`config.mk`:
```
export PLATFORM = sky130hd
export DESIGN_NAME = regfile_scoreboard
export DESIGN_NICKNAME = d
export VERILOG_FILES = /design/src/rtl/regfile_scoreboard.sv
export SDC_FILE = /design/constraint.sdc
export NUM_CORES = 2
export LEC_CHECK = 0
export ABC_AREA = 0
export CAP_MARGIN = 20
export CORE_ASPECT_RATIO = 0.75
export CORE_UTILIZATION = 57
export CTS_CLUSTER_SIZE = 20
export DETAILED_ROUTE_END_ITERATION = 12
export PLACE_DENSITY = 0.87
export SLEW_MARGIN = 10
export SYNTH_ARGS = -nofsm -noshare
export SYNTH_HDL_FRONTEND = slang
export SYNTH_SLANG_ARGS = --single-unit
```
`constraint.sdc`:
```
create_clock -name clk -period 37.3 [get_ports clk]
set_input_delay 7.46 -clock clk [delete_from_list [all_inputs] [get_ports clk]]
set_output_delay 7.46 -clock clk [all_outputs]
set_load 0.02 [all_outputs]
```
`src/rtl/regfile_scoreboard.sv`:
```
// Integer register file with same-cycle writeback bypass and a per-register
// pending-write scoreboard that stalls decode on RAW and WAW hazards.
module regfile_scoreboard #(
  parameter int NREG = 32,
  parameter int XLEN = 32,
  parameter int AW   = $clog2(NREG)
) (
  input  logic            clk,
  input  logic            rst,
  input  logic [AW-1:0]   rs1_addr,
  input  logic [AW-1:0]   rs2_addr,
  output logic [XLEN-1:0] rs1_data,
  output logic [XLEN-1:0] rs2_data,
  input  logic            issue_valid,
  input  logic [AW-1:0]   issue_rd,
  input  logic            issue_we,
  input  logic            issue_use_rs1,
  input  logic            issue_use_rs2,
  output logic            stall,
  input  logic            wb_en,
  input  logic [AW-1:0]   wb_addr,
  input  logic [XLEN-1:0] wb_data,
  output logic [NREG-1:0] busy_vec
);

  logic [XLEN-1:0] regs_q [NREG];
  logic [XLEN-1:0] regs_d [NREG];
  logic [NREG-1:0] busy_q, busy_d;
  logic [NREG-1:0] wb_hit;
  logic [NREG-1:0] eff_busy;
  logic            accept;

  // One-hot of the register the writeback stage is committing this cycle.
  always_comb begin
    // NOTE: every always_comb output gets a default first so no path leaves it
    // unassigned, which would otherwise infer a latch.
    wb_hit = '0;
    if (wb_en) wb_hit[wb_addr] = 1'b1;
  end

  // A writeback landing this cycle resolves the dependency on that register.
  assign eff_busy = busy_q & ~wb_hit;

  assign stall = issue_valid &&
                 ((issue_use_rs1 && eff_busy[rs1_addr]) ||
                  (issue_use_rs2 && eff_busy[rs2_addr]) ||
                  (issue_we      && eff_busy[issue_rd]));
  assign accept = issue_valid && !stall;

  always_comb begin
    rs1_data = regs_q[rs1_addr];
    if (rs1_addr == '0)                         rs1_data = '0;
    else if (wb_en && wb_addr == rs1_addr)      rs1_data = wb_data;

    rs2_data = regs_q[rs2_addr];
    if (rs2_addr == '0)                         rs2_data = '0;
    else if (wb_en && wb_addr == rs2_addr)      rs2_data = wb_data;
  end

  always_comb begin
    regs_d = regs_q;
    busy_d = busy_q;
    if (wb_en && wb_addr != '0) regs_d[wb_addr] = wb_data;
    for (int i = 1; i < NREG; i++) begin
      // Set beats clear: a new producer issued in the cycle the old one retires.
      if (accept && issue_we && issue_rd == AW'(i)) busy_d[i] = 1'b1;
      else if (wb_hit[i])                           busy_d[i] = 1'b0;
    end
    regs_d[0] = '0;
    busy_d[0] = 1'b0;
  end

  // NOTE: the register array is reset because software-visible state must come
  // up as zero; a storage array normally would not be reset.
  always_ff @(posedge clk or posedge rst) begin
    if (rst) begin
      for (int i = 0; i < NREG; i++) regs_q[i] <= '0;
      busy_q <= '0;
    end else begin
      // NOTE: sequential state uses non-blocking assignment so all flops
      // update from the same pre-edge values.
      regs_q <= regs_d;
      busy_q <= busy_d;
    end
  end

  assign busy_vec = busy_q;

endmodule

```
After elaboration in Yosys (flattened, before gate mapping)

Index checks and enable logic that the tools add are counted.
Widths: inputs -> output; s select.

Order comparisons: 9
Muxes and demuxes: 84
Bitwise gates (word level): 5
Reduce and logical (&&, ||, !) cells: 79
Equality and inequality tests: 33

Operators with widths:

| cell               | count |
|---|---|
| $bwmux 1024        | 1 |
| $bmux 32 s5        | 2 |
| $mux 32            | 10 |
| $demux 32 s5       | 1 |
| $eq 5x5->1 const B | 16 |
| $mux 1             | 66 |
| $reduce_bool 2->1  | 31 |
| $logic_and 1x1->1  | 42 |
| $eq 5x4->1 const B | 8 |
| $and 32x32->32     | 1 |
| $not 32->32        | 1 |
| $lt 5x6->1 const B | 4 |
| $eq 5x3->1 const B | 4 |
| $ge 6x6->1 const B | 3 |
| $not 5->6          | 3 |
| $bmux 1 s5         | 3 |
| $eq 5x2->1 const B | 2 |
| $eq 5x5->1         | 2 |
| $logic_not 5->1    | 2 |
| $lt 6x1->1 const B | 1 |
| $demux 1 s5        | 1 |
| $eq 5x1->1 const B | 1 |
| $ge 5x1->1 const B | 1 |
| $reduce_bool 5->1  | 1 |
| other kinds (2)    | 3 |

Bits in registers: 1,023
Output and inout port bits: 97
Word-level logic and storage cells: 272

Logic depth before layout (Yosys ltp)

Depth in word-level cells: 18
Mapped depth: 12
Gate-level depth less buffers: 8

Least setup slack after synthesis

OpenSTA, ideal clock, no wires.

Kind: input port to output port
From: in rs2_addr[0]
To: out rs2_data[0]
Data arrival time: 9.883 ns
Setup slack: 19.957 ns
Cell stages on the path: 10
Cell sequence: buf_4 -> buf_2 -> buf_2 -> buf_1 -> mux4_2 -> mux4_2 -> mux2i_1 -> nor2_1 -> a21oi_1 -> nor2_1

Word-level cells in the longest chain between the ends: 6
Elaborated cells on any way between the ends: 9
Those cells by class: eq/ne: 1; mux: 5; bitwise: 1; reduce/logical: 2

Ends and longest elaborated chain:

| what                                       | line | source |
|---|---|---|
| from (decl)                                | 11   | `input logic [AW-1:0] rs2_addr,` |
| $not 5->6 (implied by the code)            | 55   | `rs2_data = regs_q[rs2_addr];` |
| $bmux 32 s5                                | 55   |  |
| $mux 32 (implied by the code) (2 in a row) | 55   |  |
| $mux 32                                    | 57   | `else if (wb_en && wb_addr == rs2_addr) rs2_data = wb_data;` |
| $mux 32 *                                  | 56   | `if (rs2_addr == '0) rs2_data = '0;` |
| to (decl)                                  | 13   | `output logic [XLEN-1:0] rs2_data,` |

Every way passes the cells marked *; elsewhere a longest branch is shown, timed or not. The select of a mux whose other input is x is not followed.

Worst setup path in the final report

From: in rs2_addr[1]
To: out rs2_data[6]

Same word-level chain as after synthesis.

==> summary.txt <==
Setup path
  • R2R depth: 7
  • Start point of the critical path: rs2_addr[1]
  • Crit path required time: 29.84 ns
  • CP Capture Point: rs2_data[6]
  • Worst-path maximum fanout: 139
  • Crit path kind: input pin to output port
  • Critical R2R Capture: busy_vec[24]$_DFFE_PP0P_
  • Reg-to-Reg Start: busy_vec[27]$_DFFE_PP0P_
  • CP arrival: 12.04 ns
  • Worst Setup End Kind: output port
  • Startpoint Class: input pin
  • R2R Setup Slk: 34.46 ns

Synth
  • Cells after Synth: 3751
  • Ys Warns: 0
  • Synth area leader: dfrtp_1
  • Largest family of logic cells by synthesized area: multiplexers
  • Post-synthesis simple-gate area fraction: 3.20%
  • Post-Synth Adder-Cell Area: 0%
  • Compound-Gate Fraction of Synth Area: 3.02%
  • Syn Nets: 3810
  • Synth top area share: 45.7%
  • Synth Area in XOR/XNOR: less than 1%
  • Sequential fraction of the synthesis area: 45.7%
  • Mux share of post-synthesis cell area: roughly 45%
  • Netlist cell types: between 70 and 80
  • Mean post-synth cell area: 14.9 sq um
  • Mapped Area: 56000 sq um
  • Number of synthesized flops with an enable pin: 0
  • Synth top area cells: dfrtp_1 (46%), mux4_2 (23%), mux2_2 (21%)
  • Asr flop ratio synth: 100%
  • Synth Register Bits: 1023
  • Synth Flop Type: dfrtp_1

Drt
  • Vias per cell: 7.32
  • 1st-iter DRT viols: 5071
  • Routed wire per std cell: 32.3 um
  • Routed via count: 37300
  • WL final: approximately 160 mm
  • Initial DRT Pass Iterations: 7
  • Post-route ant nets: 0
  • Residual DRC: 0

Flow run
  • Max Cap Viol: 0

Floorplan
  • Starting Density: 57.6%
  • Die Area: between 90000 and 100000 sq um
  • Num rows: slightly below 100
  • I/O pin cnt: 156
  • Die width: roughly 360 um
  • Core area: 97400 sq um
  • Die Ht: about 270 um

Power
  • Total Power: about 3.3 mW
  • Max VDD drop: 0.0351 mV
  • P_sw: 945 uW
  • Combinational fraction of design power: roughly a quarter
  • Register share of total power: 45.2%
  • Internal power consumption: 2.37 mW
  • Leak: 26.3 nW
  • PD cells: 53.5 nW/um^2
  • Sw Ratio: between 20% and 30%
  • Clock power frac: 31.3%

Outcome
  • Status: finished, final reports clean

STA
  • Slew Viols, Final: 0
  • F_max: 51.3 MHz
  • Endpoints failing setup: 0
  • Fin crit share: 52.3%
  • Hold WS: between 0.5 and 0.6 ns
  • Normalized max-slew margin: 20.5%
  • Final Hold Vio Count: 0
  • RSZ-0062 raised after global routing: false
  • Slew @ Worst Pin: 1.19 ns
  • Final Critical Period: 19.50 ns
  • Worst Skew: between 0.015 and 0.02 ns
  • Final WS setup: about 18 ns
  • Final TNS setup: 0 ns

Layout
  • Non-filler cells, final: 5094
  • Commonest non-fill, non-tap cell in the layout: mux2_2
  • Area growth syn-to-layout: 10.7%
  • Layout cells sized above 1: roughly half
  • Nets: 3760
  • Register area: 25600 sq um
  • Area occupied by multi-input gates: 28900 sq um
  • Core Util, Final: 63.7%
  • Layout fillers: 6651
  • Final Cell Area: 62000 sq um
  • Most frequent cells in the layout: mux2_2 (1025), dfrtp_1 (1023), mux4_2 (567)

GRT
  • Met2 GRT Util: 49.7%
  • GR Util All Layers: 33.5%
  • Vias in the first global route: 38200
  • Met3 Usage GRT: 9.89%
  • Largest net degree at the start of global routing: 180
  • Initial antenna violation count: 3
  • GRT met1 Usage: 45.7%
  • Grt ovf: 0
  • Most used routing layer: met2
  • First-pass GRT wire length: 247 mm

CTS
  • Reg clk slew, reported paths: 0.06 ns
  • CTS tree: yes
  • Clk buf depth: 3
  • Worst skew pair latency: 0.72 ns
  • CTS Root Buffer Type: clkbuf_16
  • H-Tree Level Count: 3
  • Post_cts resized: 0
  • TritonCTS Buffers: 96
  • Post-CTS setup repair buffer count: 0
  • Hold-fix buffers at CTS: 0
  • Clock Sinks: 1023

Hold path
  • Hold crit path type: flip-flop to flip-flop

Placed design
  • Place WS: 17.83 ns
  • DP HPWL: 89.3 mm
  • PortBufs: 154
  • Final Wtd Congestion: 0.936
  • Dpl cells: 4901
  • Area post-placement: 58400 sq um
sequential cells by signal, summed over array words and instances, names as in the netlist:
register  cells
busy_vec     31
regs_q      992
how the worst min path moves through the flow:
stage                                       start                       to  slack (ns)  cells after the start
after CTS                 regs_q[170]$_DFFE_PP0P_  regs_q[170]$_DFFE_PP0P_        0.52                      1
after floorplan           regs_q[446]$_DFFE_PP0P_  regs_q[446]$_DFFE_PP0P_        0.49                      1
after detailed placement  regs_q[170]$_DFFE_PP0P_  regs_q[170]$_DFFE_PP0P_        0.51                      1
after global placement    regs_q[179]$_DFFE_PP0P_  regs_q[179]$_DFFE_PP0P_        0.50                      1
after global routing      regs_q[170]$_DFFE_PP0P_  regs_q[170]$_DFFE_PP0P_        0.54                      1
final                     regs_q[170]$_DFFE_PP0P_  regs_q[170]$_DFFE_PP0P_        0.52                      1
power groups by stage:
| stage | sequential (mW) | clock [mW] | combinational (mW) |
|---|---|---|---|
| detailed placement | 1.50 | 0 | 0.766 |
| global placement | 1.48 | 0 | 0.740 |
| CTS | 1.49 | 1.04 | 0.773 |
| global route | 1.52 | 1.09 | 0.825 |
| floorplan | 1.46 | 0 | 0.585 |
| finish | 1.50 | 1.04 | 0.779 |
kinds of logic (layout without fill, tap and decap cells):
| group | Yosys count | count (layout) |
|---|---|---|
| buffers and inverters | 412 | 441 |
| flip-flops | 1023 | 1023 |
| AO/OA/AOI/OAI | 257 | 257 |
| AND/OR/NAND/NOR | 371 | 371 |
| XOR/XNOR | 10 | 10 |
| multiplexers | 1677 | 1677 |
| other | 1 | 2 |
final cells by class:
type,count,area share (%)
inverters,5,0.0424
well taps,1313,2.65
clock buffers,136,4.57
multi-input cells,2316,46.6
clock inverters,41,0.789
repair buffers,259,4.07
diodes,1,0.00403
flip-flops and latches,1023,41.3
routing by layer:
| layer | wire (um) | vias to the layer above |
|---|---|---|
| met4 | 8690 | 2 |
| met2 | 74800 | 2552 |
| met5 | 20 | - |
| li1 | - | 14400 |
| met3 | 19600 | 609 |
| met1 | 61400 | 19700 |
synth_stat cells (5+ instances only):
master     number
a2111oi_0      13
a211oi_1       16
a21oi_1        57
a221oi_1       15
a22o_1         19
a31oi_1         5
buf_1          50
buf_2          54
buf_4          18
clkbuf_1      281
dfrtp_1      1023
inv_1           5
mux2_2       1025
mux2i_1        85
mux4_2        567
nand2_1        82
nand2b_1       12
nand3_1        11
nor2_1        164
nor2b_1        21
nor3_1         37
nor4_1          5
o211ai_1        9
o21ai_0        59
o21ai_1        21
o21ai_2         8
xor2_1          6
worst max-delay path: stages:
cell	delay (ns)
buf_8	0.52
buf_4	0.84
buf_12	0.62
mux4_2	0.44
mux4_2	0.49
mux2i_1	0.21
nor2_1	0.08
a21oi_1	0.39
nor2_1	0.09
clkdlybuf4s50_1	0.55
Note: power is estimated with default switching activity, not from simulation.
